`src/rtl/reg_dst_queue.sv`:
```
// Write-destination select plus in-order queue of in-flight destinations with RAW hazard flags.
// Optional build macro: REGDST_ZERO_FILTER_EN (pushes of register 0 are discarded).
module reg_dst_queue #(
  parameter int AW     = 5,
  parameter int DEPTH  = 4,
  parameter int RA_IDX = 31,
  parameter int SP_IDX = 29
) (
  input  logic                     clk,
  input  logic                     reset,
  input  logic [2:0]               sel,
  input  logic [AW-1:0]            in_rt,
  input  logic [AW-1:0]            in_rd,
  input  logic [AW-1:0]            in_rs,
  input  logic                     push,
  input  logic                     pop,
  input  logic [AW-1:0]            rd_a,
  input  logic [AW-1:0]            rd_b,
  output logic [AW-1:0]            dst,
  output logic [AW-1:0]            wb_dst,
  output logic                     wb_valid,
  output logic                     full,
  output logic                     empty,
  output logic [$clog2(DEPTH):0]   count,
  output logic                     hazard_a,
  output logic                     hazard_b,
  output logic                     err
);

  localparam int PW = $clog2(DEPTH);
  localparam int CW = PW + 1;

  logic [AW-1:0] mem_r [DEPTH];
  logic [PW-1:0] head_r;
  logic [PW-1:0] tail_r;
  logic [CW-1:0] count_r;
  logic          err_r;

  logic [AW-1:0] dst_s;
  logic          full_s;
  logic          empty_s;
  logic          zero_drop_s;
  logic          pop_ok_s;
  logic          push_ok_s;
  logic          ovf_s;
  logic          unf_s;
  logic          hit_a_s;
  logic          hit_b_s;

  // Destination select decode; follows inputs combinationally, even in reset.
  always_comb begin
    dst_s = {AW{1'b0}};
    case (sel)
      3'b000:  dst_s = in_rt;
      3'b001:  dst_s = in_rd;
      3'b010:  dst_s = in_rs;
      3'b011:  dst_s = AW'(RA_IDX);
      3'b100:  dst_s = AW'(SP_IDX);
      default: dst_s = {AW{1'b0}};
    endcase
  end

  assign full_s  = (count_r == CW'(DEPTH));
  assign empty_s = (count_r == {CW{1'b0}});

`ifdef REGDST_ZERO_FILTER_EN
  assign zero_drop_s = (dst_s == {AW{1'b0}});
`else
  assign zero_drop_s = 1'b0;
`endif

  // A pop frees a slot in the same edge, so a full queue still accepts push+pop.
  assign pop_ok_s  = pop && !empty_s;
  assign push_ok_s = push && !zero_drop_s && (!full_s || pop_ok_s);
  assign ovf_s     = push && !zero_drop_s && full_s && !pop;
  assign unf_s     = pop && empty_s;

  // Associative match of both read ports against the valid entries, oldest first.
  always_comb begin
    hit_a_s = 1'b0;
    hit_b_s = 1'b0;
    for (int i = 0; i < DEPTH; i++) begin
      hit_a_s = hit_a_s | ((CW'(i) < count_r) && (mem_r[head_r + PW'(i)] == rd_a));
      hit_b_s = hit_b_s | ((CW'(i) < count_r) && (mem_r[head_r + PW'(i)] == rd_b));
    end
  end

  // Queue state: pointers, occupancy, storage and sticky error.
  always_ff @(posedge clk) begin
    if (!reset) begin
      head_r  <= {PW{1'b0}};
      tail_r  <= {PW{1'b0}};
      count_r <= {CW{1'b0}};
      err_r   <= 1'b0;
      for (int i = 0; i < DEPTH; i++) begin
        mem_r[i] <= {AW{1'b0}};
      end
    end else begin
      if (push_ok_s) begin
        mem_r[tail_r] <= dst_s;
        tail_r        <= tail_r + {{(PW-1){1'b0}}, 1'b1};
      end
      if (pop_ok_s) begin
        head_r <= head_r + {{(PW-1){1'b0}}, 1'b1};
      end
      count_r <= count_r + CW'(push_ok_s) - CW'(pop_ok_s);
      err_r   <= err_r | ovf_s | unf_s;
    end
  end

  assign dst      = dst_s;
  assign full     = full_s;
  assign empty    = empty_s;
  assign count    = count_r;
  assign err      = err_r;
  assign wb_valid = !empty_s;
  assign wb_dst   = empty_s ? {AW{1'b0}} : mem_r[head_r];
  assign hazard_a = hit_a_s && (rd_a != {AW{1'b0}});
  assign hazard_b = hit_b_s && (rd_b != {AW{1'b0}});

endmodule

```
`config.mk`:
```
export PLATFORM = sky130hd
export DESIGN_NAME = reg_dst_queue
export DESIGN_NICKNAME = d
export VERILOG_FILES = /design/src/rtl/reg_dst_queue.sv
export SDC_FILE = /design/constraint.sdc
export NUM_CORES = 1
export LEC_CHECK = 0
export BUFFER_PORTS_ARGS = -buffer_cell sky130_fd_sc_hd__buf_2
export CAP_MARGIN = 0
export CORE_ASPECT_RATIO = 0.7
export CORE_UTILIZATION = 60
export DETAILED_ROUTE_END_ITERATION = 16
export PLACE_DENSITY_LB_ADDON = 0.15
export SLEW_MARGIN = 20
export SYNTH_ARGS = -nofsm -noshare
export SYNTH_HDL_FRONTEND = slang
export SYNTH_SLANG_ARGS = --single-unit
```
`constraint.sdc`:
```
create_clock -name clk -period 3.5 [get_ports clk]
set_input_delay 0.35 -clock clk [delete_from_list [all_inputs] [get_ports clk]]
set_output_delay 0.35 -clock clk [all_outputs]
set_load 0.05 [all_outputs]
```
# Yosys cells after proc, flatten, opt, wreduce, memory -nomap -nowiden
# Memories as Yosys holds them, arrays and structs flattened. A register that Yosys moved wholly into a read port is not among the register bits.
# Index checks and enable logic that the tools add are counted.
classes:
  mux: 11
  bitwise_logic: 8
  eq_ne: 13
  n_reduce_logical: 24
  n_addsub: 6
  magnitude_cmp: 4
op_table:
  columns: ["operator", "n"]
  rows:
  - ["5-bit == test", 8]
  - ["5-bit case mux with 5 select lines", 1]
  - ["1-bit logical AND", 15]
  - ["5-bit 2-to-1 mux", 2]
  - ["5-bit nonzero test", 2]
  - ["1-bit bitwise OR", 8]
  - ["3-bit by 2-bit == test with 1-bit output (second input constant)", 2]
  - ["3-bit == test (second input constant)", 2]
  - ["3-bit logical NOT", 2]
  - ["1-bit by 3-bit < comparator with 1-bit output (first input constant)", 2]
  - ["2-bit by 3-bit < comparator with 1-bit output (first input constant)", 2]
  - ["2-bit 2-to-1 mux", 3]
  - ["1-bit 2-to-1 mux", 5]
  - ["5-bit OR reduction", 1]
  - ["2-bit by 1-bit adder with 2-bit output (second input constant)", 2]
  - ["2-bit adder (second input constant)", 2]
  - ["3-bit by 1-bit adder with 3-bit output", 1]
  - ["3-bit by 1-bit == test with 1-bit output (second input constant)", 1]
  - ["1-bit logical NOT", 3]
  - ["3-bit by 1-bit subtractor with 3-bit output", 1]
  - ["1-bit logical OR", 1]
totals:
  memories: 1
  input_bits: 32
  ff_bits: 8
  wordCells: 71
  ram_bits: 20
  output_inout_bits: 19
memory_table:
  columns: ["memory", "words", "width", "rd", "rd_clocked_by_memory_dff", "write_ports", "line_no", "rtl"]
  rows:
  - ["mem_r", 4, 5, 4, 1, 4, "33", "logic [AW-1:0] mem_r [DEPTH];"]

# Longest topological paths before layout
# Gate-level depths: netlist of run 1.
logic_depth:
  ltp_word: 10
  mapped_depth: 10
  depth_no_buf: 10

# Worst setup path after synthesis of run 1
# OpenSTA, ideal clock, no wires.
synth_path:
  path_kind: "register to output"
  start: "reg count_r[1], in the netlist count[1]"
  end: "out wb_dst[0]"
  setup_slack_ns: 0.639
  arrival_ns: 2.511
  path_stages_with_launch: 5
  cell_sequence: "dfxtp_1 nor2_1 nand2_1 inv_1 nor2b_1"
synth_via:
  elab_chain_cells: 2
synth_lines:
  columns: ["item", "line_no", "rtl"]
  rows:
  - ["start, declared", "36", "logic [CW-1:0] count_r;"]
  - ["start signal, assigned", "93", "count_r <= {CW{1'b0}};"]
  - ["start signal, assigned", "106", "count_r <= count_r + CW'(push_ok_s) - CW'(pop_ok_s);"]
  - ["3-bit logical NOT", "64", "assign empty_s = (count_r == {CW{1'b0}});"]
  - ["named net empty", "23", "output logic empty,"]
  - ["5-bit 2-to-1 mux", "117", "assign wb_dst = empty_s ? {AW{1'b0}} : mem_r[head_r];"]
  - ["end, declared", "20", "output logic [AW-1:0] wb_dst,"]
# The timed path passes the listed nets, and every way through them passes these cells.

# Worst setup path after layout of run 1
layout_path:
  start: "reg head_r[0]"
  end: "out hazard_b"
layout_via:
  elab_chain_cells: 8
  elab_cells_between_ends: 14
  classes_between: "3 x add/sub; 3 x eq/ne; 3 x bitwise; 4 x reduce/logical; 1 x memory"
layout_lines:
  columns: ["item", "line_no", "rtl"]
  rows:
  - ["start, declared", "34", "logic [PW-1:0] head_r;"]
  - ["start signal, assigned", "91", "head_r <= {PW{1'b0}};"]
  - ["start signal, assigned", "104", "head_r <= head_r + {{(PW-1){1'b0}}, 1'b1};"]
  - ["2-bit by 1-bit adder with 2-bit output", "84", "hit_b_s = hit_b_s | ((CW'(i) < count_r) && (mem_r[head_r + PW'(i)] == rd_b));"]
  - ["memory read 4 x 5 bit *", null, null]
  - ["5-bit == test", "84", null]
  - ["1-bit logical AND", "84", null]
  - ["1-bit bitwise OR (2 in series)", "84", null]
  - ["1-bit bitwise OR *", "84", null]
  - ["1-bit logical AND *", "119", "assign hazard_b = hit_b_s && (rd_b != {AW{1'b0}});"]
  - ["end, declared", "26", "output logic hazard_b,"]
# Mark *: on every way between the ends. The rest lies on a longest branch, timed or not.

==> impl_metrics.tcl, run 1 <==
set metrics [dict create \
    critPathSlowestCell "dfxtp_1" \
    fmax_ghz 0.320 \
    n_antenna_cell 0 \
    cts_root_buffer "clkbuf_8" \
    initial_core_util 0.630 \
    wire_per_inst_um 15.5 \
    wl_um 5160 \
    area_delta_synth_final_pct 13.9 \
    tightest_slew_ps 713 \
    crit_buf_inv 1 \
    grt_use_met1 0.347 \
    crit_chain "mux4_1 -> xor2_1 -> nor4_1 -> a31oi_1 -> a21oi_1 -> buf_2" \
    htree_levels 2 \
    yosysUniqueCellTypes 32 \
    critPathLaunch "head_r[0]$_SDFFE_PN0N_" \
    dr.pass1.iters 4 \
    grt_pass1_vias 1742 \
    busiest_layer "met2" \
    crit_type "flip-flop to primary output" \
    synth_cells 242 \
    clk_latency_ps 280 \
    cts_buffers 5 \
    relSlewSlack 0.520 \
    clockBufferDepth 2 \
    cts_tree "yes" \
    vias_per_cell 5.72 \
    drt-initial-drc-count 89 \
    cts_resized 0 \
    critPathMaxFanout 16 \
    r2r-start "count[2]$_SDFF_PN0_" \
    hold_buffers 0 \
    tns_ps 0 \
    slew_violations 0 \
    vias 1906 \
    avgSynthCellArea_um2 10.2 \
    hold_slack_ps 428 \
    chipHeight_um 55.7 \
    grt_util_met3 0.0623 \
    setup_viol 0 \
    pre_cts_ws_ps 704 \
    dp.cells 325 \
    cts_sinks 30 \
    yosys_warnings 0 \
    outcome "complete, no violations" \
    dp_hpwl_um 4070 \
    max_stage_delay_ps 750 \
    grt_overflow 0 \
    rsz0062_at_grt "no" \
    finalNetCount 316 \
    min_period_ps 3120 \
    drive_gt1_frac 0.246 \
    synth_seq_area_share 0.324 \
    hold_path.startpoint "reset" \
    grt_start_max_net_pins 17 \
    crit_arrival_ps 2770 \
    skew_ps 6.20 \
    drc 0 \
    synth_area_um2 2470 \
    clk_pin_slew_worst_paths_ps 70 \
    postRouteAntennaNets 0 \
    syn_nets 278 \
    hold_class "primary input to flip-flop" \
    rows 19 \
    hold_violations 0 \
    synth_seq_cells 30 \
    grt_antenna_before_repair 0 \
    fin_cells 333 \
    dieArea_um2 4380 \
    num_io_pins 51 \
    crit_path_start_kind "flip-flop" \
    final_util 0.717 \
    fin_ws_ps 376 \
    portBuffers 50 \
    cp_data_required_time_ps 3150 \
    die_x_um 78.7 \
    cp-end-kind "primary output" \
    layout_worst_path_cycle_share 0.893 \
    use_met2 0.421 \
    post_cts_buffers 0 \
    powerDensity_nw_per_um2 702 \
    leakage_nw 1.17 \
    ir_drop_uv 706 \
    grt_first_pass_wirelength_um 8600 \
    max-cap-violations 0 \
    gp_routability_congestion 0.899 \
    gr-usage-all-layers 0.260 \
    crit_family "flip-flops" \
    core-area_um2 3920 \
]
## per-stage QoR
stage	power (W)	area (um2)
floorplan	0.00144	2470
global placement	0.00162	2700
detailed placement	0.00163	2700
CTS	0.00198	2810
global route	0.00209	2810
finish	0.00197	2810
## routing by layer
| layer | routed length [um] | share of wire |
|---|---|---|
| met1 | 2390 | 0.46 |
| met5 | 0 | 0 |
| met4 | 50 | 0.0097 |
| met2 | 2400 | 0.47 |
| met3 | 322 | 0.062 |
## flip-flops by register name, summed over array words and instances (netlist names), named ones only
register / count
mem_r: 20
count: 3
head_r: 2
tail_r: 2
err: 1
## worst paths after layout
path	slack (ps)	to	cells past startpoint
worst max-delay path	380	hazard_b	6
worst min-delay path	430	count[1]$_SDFF_PN0_	2
worst max register to register	1300	mem_r[0][4]$_SDFFCE_PN0P_	6
worst min register to register	490	err$_SDFF_PN0_	2
## synth_stat cells
cell	n	area, um2
fa_1	1	20.0
a21boi_1	1	7.51
nor3_1	4	20.0
edfxtp_1	20	601
xnor2_1	23	201
or4_1	2	15.0
buf_1	1	3.75
inv_1	13	48.8
nor2b_1	8	50.1
o21bai_1	4	30.0
xor2_1	22	193
clkbuf_1	15	56.3
o21ai_0	12	60.1
mux4_2	6	135
ha_1	3	37.5
and2_1	8	50.1
buf_2	3	15.0
buf_6	1	11.3
nor2_1	30	113
nor4_1	3	18.8
buf_8	1	15.0
a31oi_1	4	25.0
nand4_1	5	31.3
nand3_1	1	5.00
a31o_2	1	8.76
mux4_1	14	368
mux2_2	1	11.3
nand2_1	13	48.8
dfxtp_1	10	200
a21oi_1	9	45.0
or3_1	2	12.5
nor4_2	1	12.5
## power by group
part / internal [W] / switching [W]
registers: 0.000441 / 0.000107
clock network: 0.000212 / 0.000142
logic: 0.000425 / 0.000647
## worst reg2reg max path, delay by kind of cell (launching register included)
kind	cells	cell delay, ps
and+or+nand+nor	4	1050
DFF	1	370
buffers and inverters	1	140
AOI/OAI and AO/OA	1	330
## layout make-up
class / instances / area [um2]
clock inverters: 3 / 45.0
fillers: 296 / 1110
well taps: 52 / 65.1
inverters: 13 / 48.8
multi-input cells: 178 / 1520
repair buffers: 52 / 265
flip-flops and latches: 30 / 801
clock buffers: 5 / 68.8
## cells by family (layout without fill, tap and decap cells)
| kind of cell | count (synthesis) | in the layout | share of synthesized area |
|---|---|---|---|
| flip-flops | 30 | 30 | 0.324 |
| AO/OA/AOI/OAI | 31 | 31 | 0.0714 |
| multiplexers | 21 | 21 | 0.208 |
| buffers and inverters | 34 | 73 | 0.0608 |
| adder cells (fa/ha/maj) | 4 | 4 | 0.0233 |
| XOR/XNOR | 45 | 45 | 0.160 |
| AND/OR/NAND/NOR | 77 | 77 | 0.152 |
## placed cells by master, fill, tap and decap left out, drive strengths merged, types with 2 or more instances in the layout
| cell | netlist | routed |
|---|---|---|
| a21oi | 9 | 9 |
| a31oi | 4 | 4 |
| and2 | 8 | 8 |
| buf | 6 | 52 |
| clkbuf | 15 | 5 |
| clkinvlp | 0 | 2 |
| dfxtp | 10 | 10 |
| edfxtp | 20 | 20 |
| ha | 3 | 3 |
| inv | 13 | 13 |
| mux4 | 20 | 20 |
| nand2 | 13 | 13 |
| nand4 | 5 | 5 |
| nor2 | 30 | 30 |
| nor2b | 8 | 8 |
| nor3 | 4 | 4 |
| nor4 | 4 | 4 |
| o21ai | 12 | 12 |
| o21bai | 4 | 4 |
| or3 | 2 | 2 |
| or4 | 2 | 2 |
| xnor2 | 23 | 23 |
| xor2 | 22 | 22 |
Note: power is estimated with default switching activity, not from simulation.
==> inputs of run 2 (changes only) <==
Settings changed: ABC_CLOCK_PERIOD_IN_PS from default to 3500, CORE_ASPECT_RATIO 0.7 to default, HOLD_SLACK_MARGIN from default to 0.05.
==> run 2 against run 1 <==
Effect of this change:
- core utilization increased by 1.9 points
- clock-buffer cell count increased by 1
- fmax decreased by 2.5%
- register-to-register slack got worse by 30 ps
- setup slack got worse by 81 ps
- clock skew increased by 2.1 ps
- final cell count decreased by 1.5%
- largest cell class unchanged
==> impl_metrics.tcl, run 2 (synthesis results as in run 1) <==
set metrics [dict create \
    final_common_cell "buf_2" \
    crit_chain "mux4_1 -> xor2_1 -> nor4_1 -> a31oi_1 -> a21oi_1 -> buf_2" \
    n_antenna_cell 0 \
    min_path_cells 2 \
    gr-usage-all-layers 0.273 \
    hold_buffers 0 \
    area_delta_synth_final_pct 13.2 \
    grt_antenna_before_repair 0 \
    critPathSlowestCell "dfxtp_1" \
    r2r_cells 6 \
    cts_sinks 30 \
    finalNetCount 315 \
    chipHeight_um 66.2 \
    setup_viol 0 \
    core-area_um2 3800 \
    crit_path_start_kind "flip-flop" \
    gp_routability_congestion 0.950 \
    dp_hpwl_um 4300 \
    hold_violations 0 \
    drt-initial-drc-count 122 \
    dpl_cell_area_um2 2690 \
    pre_cts_ws_ps 628 \
    cp_data_required_time_ps 3150 \
    crit_type "flip-flop to primary output" \
    dieArea_um2 4380 \
    drive_gt1_frac 0.243 \
    initial_core_util 0.650 \
    fin_ws_ps 295 \
    slew_violations 0 \
    postRouteAntennaNets 0 \
    grt_overflow 0 \
    cts_root_buffer "clkbuf_8" \
    grt_pass1_vias 1849 \
    leakage_nw 1.16 \
    fmax_ghz 0.312 \
    grt_first_pass_wirelength_um 8560 \
    vias_per_cell 5.82 \
    ir_drop_uv 339 \
    skew_ps 8.27 \
    final_cell_mix "50 x buf_2, 30 x nor2_1, 23 x xnor2_1" \
    cts_resized 0 \
    tightest_slew_ps 751 \
    regMostFlops "mem_r" \
    wire_per_inst_um 16.3 \
    cts_buffers 5 \
    design_area_um2 2800 \
    max-cap-violations 0 \
    wl_um 5340 \
    dr.pass1.iters 4 \
    clk_latency_ps 280 \
    crit_arrival_ps 2860 \
    max_stage_delay_ps 800 \
    cts_tree "yes" \
    portBuffers 50 \
    post_cts_buffers 0 \
    critPathMaxFanout 17 \
    rows 22 \
    fill_cells 289 \
    largest_reg_flops 20 \
    rsz0062_at_grt "no" \
    clockBufferDepth 2 \
    tns_ps 0 \
    die_x_um 66.2 \
    clk_pin_slew_worst_paths_ps 70 \
    hold_class "primary input to flip-flop" \
    htree_levels 2 \
    powerDensity_nw_per_um2 699 \
    regToRegSetupSlack_ps 1270 \
    cp-end-kind "primary output" \
    relSlewSlack 0.494 \
    vias 1908 \
    outcome "complete, no violations" \
    min_period_ps 3210 \
    layout_worst_path_cycle_share 0.916 \
    total_power_w 0.00195 \
    drc 0 \
    grt_start_max_net_pins 18 \
    num_io_pins 51 \
]
==> run 2: cell count changes in the layout (fill, tap and decap cells not counted), sizes merged <==
cell | before | now
buf | 52 | 51
bufinv | 1 | 0
clkbuf | 5 | 6
==> run 2: area by class of cell <==
class	count	area (um2)	area share
Multi-Input combinational cell	178	1520	0.543
Sequential cell	30	801	0.286
Timing Repair Buffer	51	258	0.0922
Clock buffer	6	93.8	0.0336
Tap cell	48	60.1	0.0215
Inverter	13	48.8	0.0175
Clock inverter	2	15.0	0.00537
==> run 2: power breakdown <==
group          switching [W]  internal [W]
clock               0.000140      0.000183
combinational       0.000658      0.000418
sequential          0.000113      0.000441
total               0.000911       0.00104
==> run 2: path summary, 6_finish.rpt <==
| kind | startpoint | endpoint |
|---|---|---|
| max | head_r[0]$_SDFFE_PN0N_ | hazard_b |
| min | reset | count[1]$_SDFF_PN0_ |
| max reg2reg | count[2]$_SDFF_PN0_ | mem_r[2][3]$_SDFFCE_PN0P_ |
| min reg2reg | err$_SDFF_PN0_ | err$_SDFF_PN0_ |
==> run 2: layer usage <==
metal,vias up,share of wire,global-route usage,wire length [um]
met5,-,0,0,0
met4,0,0.030,0.133,161
met3,15,0.037,0.0552,200
met2,67,0.53,0.496,2810
met1,893,0.41,0.300,2170
li1,933,-,-,-
==> run 2: worst max-delay path: cells and delay by family, from the launching register on <==
| family | cells | cell delay, ps |
|---|---|---|
| flip-flops | 1 | 800 |
| AND/OR/NAND/NOR | 1 | 340 |
| AO/OA/AOI/OAI | 2 | 290 |
| buffers and inverters | 1 | 270 |
| multiplexers | 1 | 700 |
| XOR/XNOR | 1 | 170 |
==> run 2: stage by stage <==
step | std cells | hold WS (ps) | util
after global placement | 320 | 470 | 0.707
after CTS | 328 | 430 | 0.736
final | 328 | 439 | 0.736
after detailed placement | 320 | 487 | 0.707
after floorplan | 242 | 472 | -
after global routing | 328 | 441 | 0.736
==> inputs of run 3 (changes only) <==
Settings changed: ABC_CLOCK_PERIOD_IN_PS 3500 to 3400, CORE_ASPECT_RATIO from default to 2, CORE_UTILIZATION 60 to 55.
Clock period 3.5 ns to 3.4 ns, I/O delays scaled along.
==> run 3 against run 2 <==
Effect of this change:
- final cell count increased by 2.1%
- flip-flop and latch count is the same
- die area increased by 9.2%
- critical endpoint is now hazard_a
- largest power group unchanged
- highest routed layer unchanged
==> impl_metrics.tcl, run 3 (synthesis results as in run 1) <==
set metrics [dict create \
    outcome "complete, no violations" \
    wl_um 5410 \
    internal-power_w 0.00106 \
    critPathMaxFanout 16 \
    vias_per_cell 5.69 \
    chipHeight_um 96.8 \
    crit_family "flip-flops" \
    drt-initial-drc-count 40 \
    die_x_um 49.4 \
    grt_start_max_net_pins 17 \
    dieArea_um2 4780 \
    pre_cts_ws_ps 523 \
    initial_core_util 0.569 \
    vias 1905 \
    critPathLaunch "head_r[0]$_SDFFE_PN0N_" \
    use_met2 0.506 \
    seq_power_share 0.286 \
    r2r-start "count[2]$_SDFF_PN0_" \
    cp_data_required_time_ps 3060 \
    setup_viol 0 \
    fmax_ghz 0.312 \
    grt_use_met1 0.243 \
    dpl_cell_area_um2 2700 \
    tightest_slew_ps 842 \
    cts_resized 0 \
    crit_chain "mux4_1 -> xnor2_1 -> nand4_1 -> nor3_1 -> a31oi_1 -> a21oi_1 -> buf_2" \
    grt_antenna_before_repair 0 \
    num_io_pins 51 \
    max-cap-violations 0 \
    clockBufferDepth 2 \
    grt_first_pass_wirelength_um 9090 \
    cp-end-kind "primary output" \
    critPathSlowestCell "dfxtp_1" \
    max_stage_delay_ps 780 \
    reg2reg_to "mem_r[0][1]$_SDFFCE_PN0P_" \
    ir_drop_uv 421 \
    skew_ps 6.67 \
    fin_ws_ps 194 \
    largest_reg_flops 20 \
    relSlewSlack 0.433 \
    htree_levels 2 \
    regToRegSetupSlack_ps 1100 \
    post_cts_buffers 0 \
    cts_root_buffer "clkbuf_8" \
    gp_routability_congestion 0.897 \
    final_common_cell "buf_2" \
    rows 34 \
    rsz0062_at_grt "no" \
    cts_buffers 5 \
    final_cell_mix "50 x buf_2, 30 x nor2_1, 23 x xnor2_1" \
    area_delta_synth_final_pct 13.1 \
    r2r_cells 6 \
    hold_violations 0 \
    crit_type "flip-flop to primary output" \
    finalNetCount 316 \
    wire_per_inst_um 16.2 \
    clk_pin_slew_worst_paths_ps 60 \
    drive_gt1_frac 0.242 \
    min_period_ps 3210 \
    grt_util_met3 0.0252 \
    clkPwrFrac 0.148 \
    design_area_um2 2790 \
    clk_latency_ps 280 \
    gr-usage-all-layers 0.256 \
    cp_num_cells 7 \
    busiest_layer "met2" \
    postRouteAntennaNets 0 \
    grt_overflow 0 \
    slew_violations 0 \
    tns_ps 0 \
    hold_buffers 0 \
    swShare 0.467 \
    leakage_nw 1.17 \
    cp-endpoint "hazard_a" \
    crit_buf_inv 1 \
    regMostFlops "mem_r" \
    dr.pass1.iters 4 \
    layout_worst_path_cycle_share 0.943 \
    comb_power_share 0.566 \
    grt_pass1_vias 1914 \
    dp_hpwl_um 4430 \
    p_sw_w 0.000924 \
    portBuffers 50 \
    cts_tree "yes" \
    cts_sinks 30 \
    crit_path_start_kind "flip-flop" \
    crit_arrival_ps 2870 \
    drc 0 \
    n_antenna_cell 0 \
    hold_class "primary input to flip-flop" \
    core-area_um2 4340 \
    powerDensity_nw_per_um2 709 \
]
## run 3: changes by cell type in the layout (fill, tap and decap cells not counted)
cell	previous run	this run
buf_4	1	2
clkbuf_1	0	1
clkbuf_16	1	0
clkbuf_8	5	6
clkinv_2	0	1
clkinvlp_4	2	0
## run 3: worst min path at each step
stage                         startpoint                  end  slack [ps]  cells after the start
after floorplan                    reset            flip-flop         460                      1
after global placement    err$_SDFF_PN0_       err$_SDFF_PN0_         470                      2
after detailed placement  err$_SDFF_PN0_       err$_SDFF_PN0_         480                      2
after CTS                          reset  count[1]$_SDFF_PN0_         410                      2
after global routing               reset  count[1]$_SDFF_PN0_         420                      2
final                              reset  count[1]$_SDFF_PN0_         410                      2
## run 3: cell type report
class	count	area [um2]
clock buffers	7	86.3
flip-flops and latches	30	801
repair buffers	52	265
clock inverters	1	5.00
fillers	384	1550
well taps	54	67.6
multi-input cells	178	1520
inverters	13	48.8
## run 3: power groups by stage
stage	Sequential [W]	Clock [W]	Combinational, W
after floorplan	0.000570	0	0.000909
after global placement	0.000570	0	0.00111
after detailed placement	0.000576	0	0.00112
after CTS	0.000568	0.000300	0.00112
after global routing	0.000584	0.000316	0.00120
final	0.000566	0.000293	0.00112
## run 3: per-stage QoR
stage                     hold WS (ps)  total power (W)  utilization  cells
final                              414          0.00198        0.644    335
after global routing               422          0.00209        0.644    335
after CTS                          411          0.00199        0.644    335
after detailed placement           483          0.00169        0.623    327
after global placement             469          0.00168        0.623    327
after floorplan                    462          0.00148            -    242
## run 3: routing by layer
metal | vias to the layer above | wire, um
met5 | - | 0
met4 | 0 | 182
met3 | 14 | 132
met2 | 54 | 3230
met1 | 906 | 1870
li1 | 931 | -
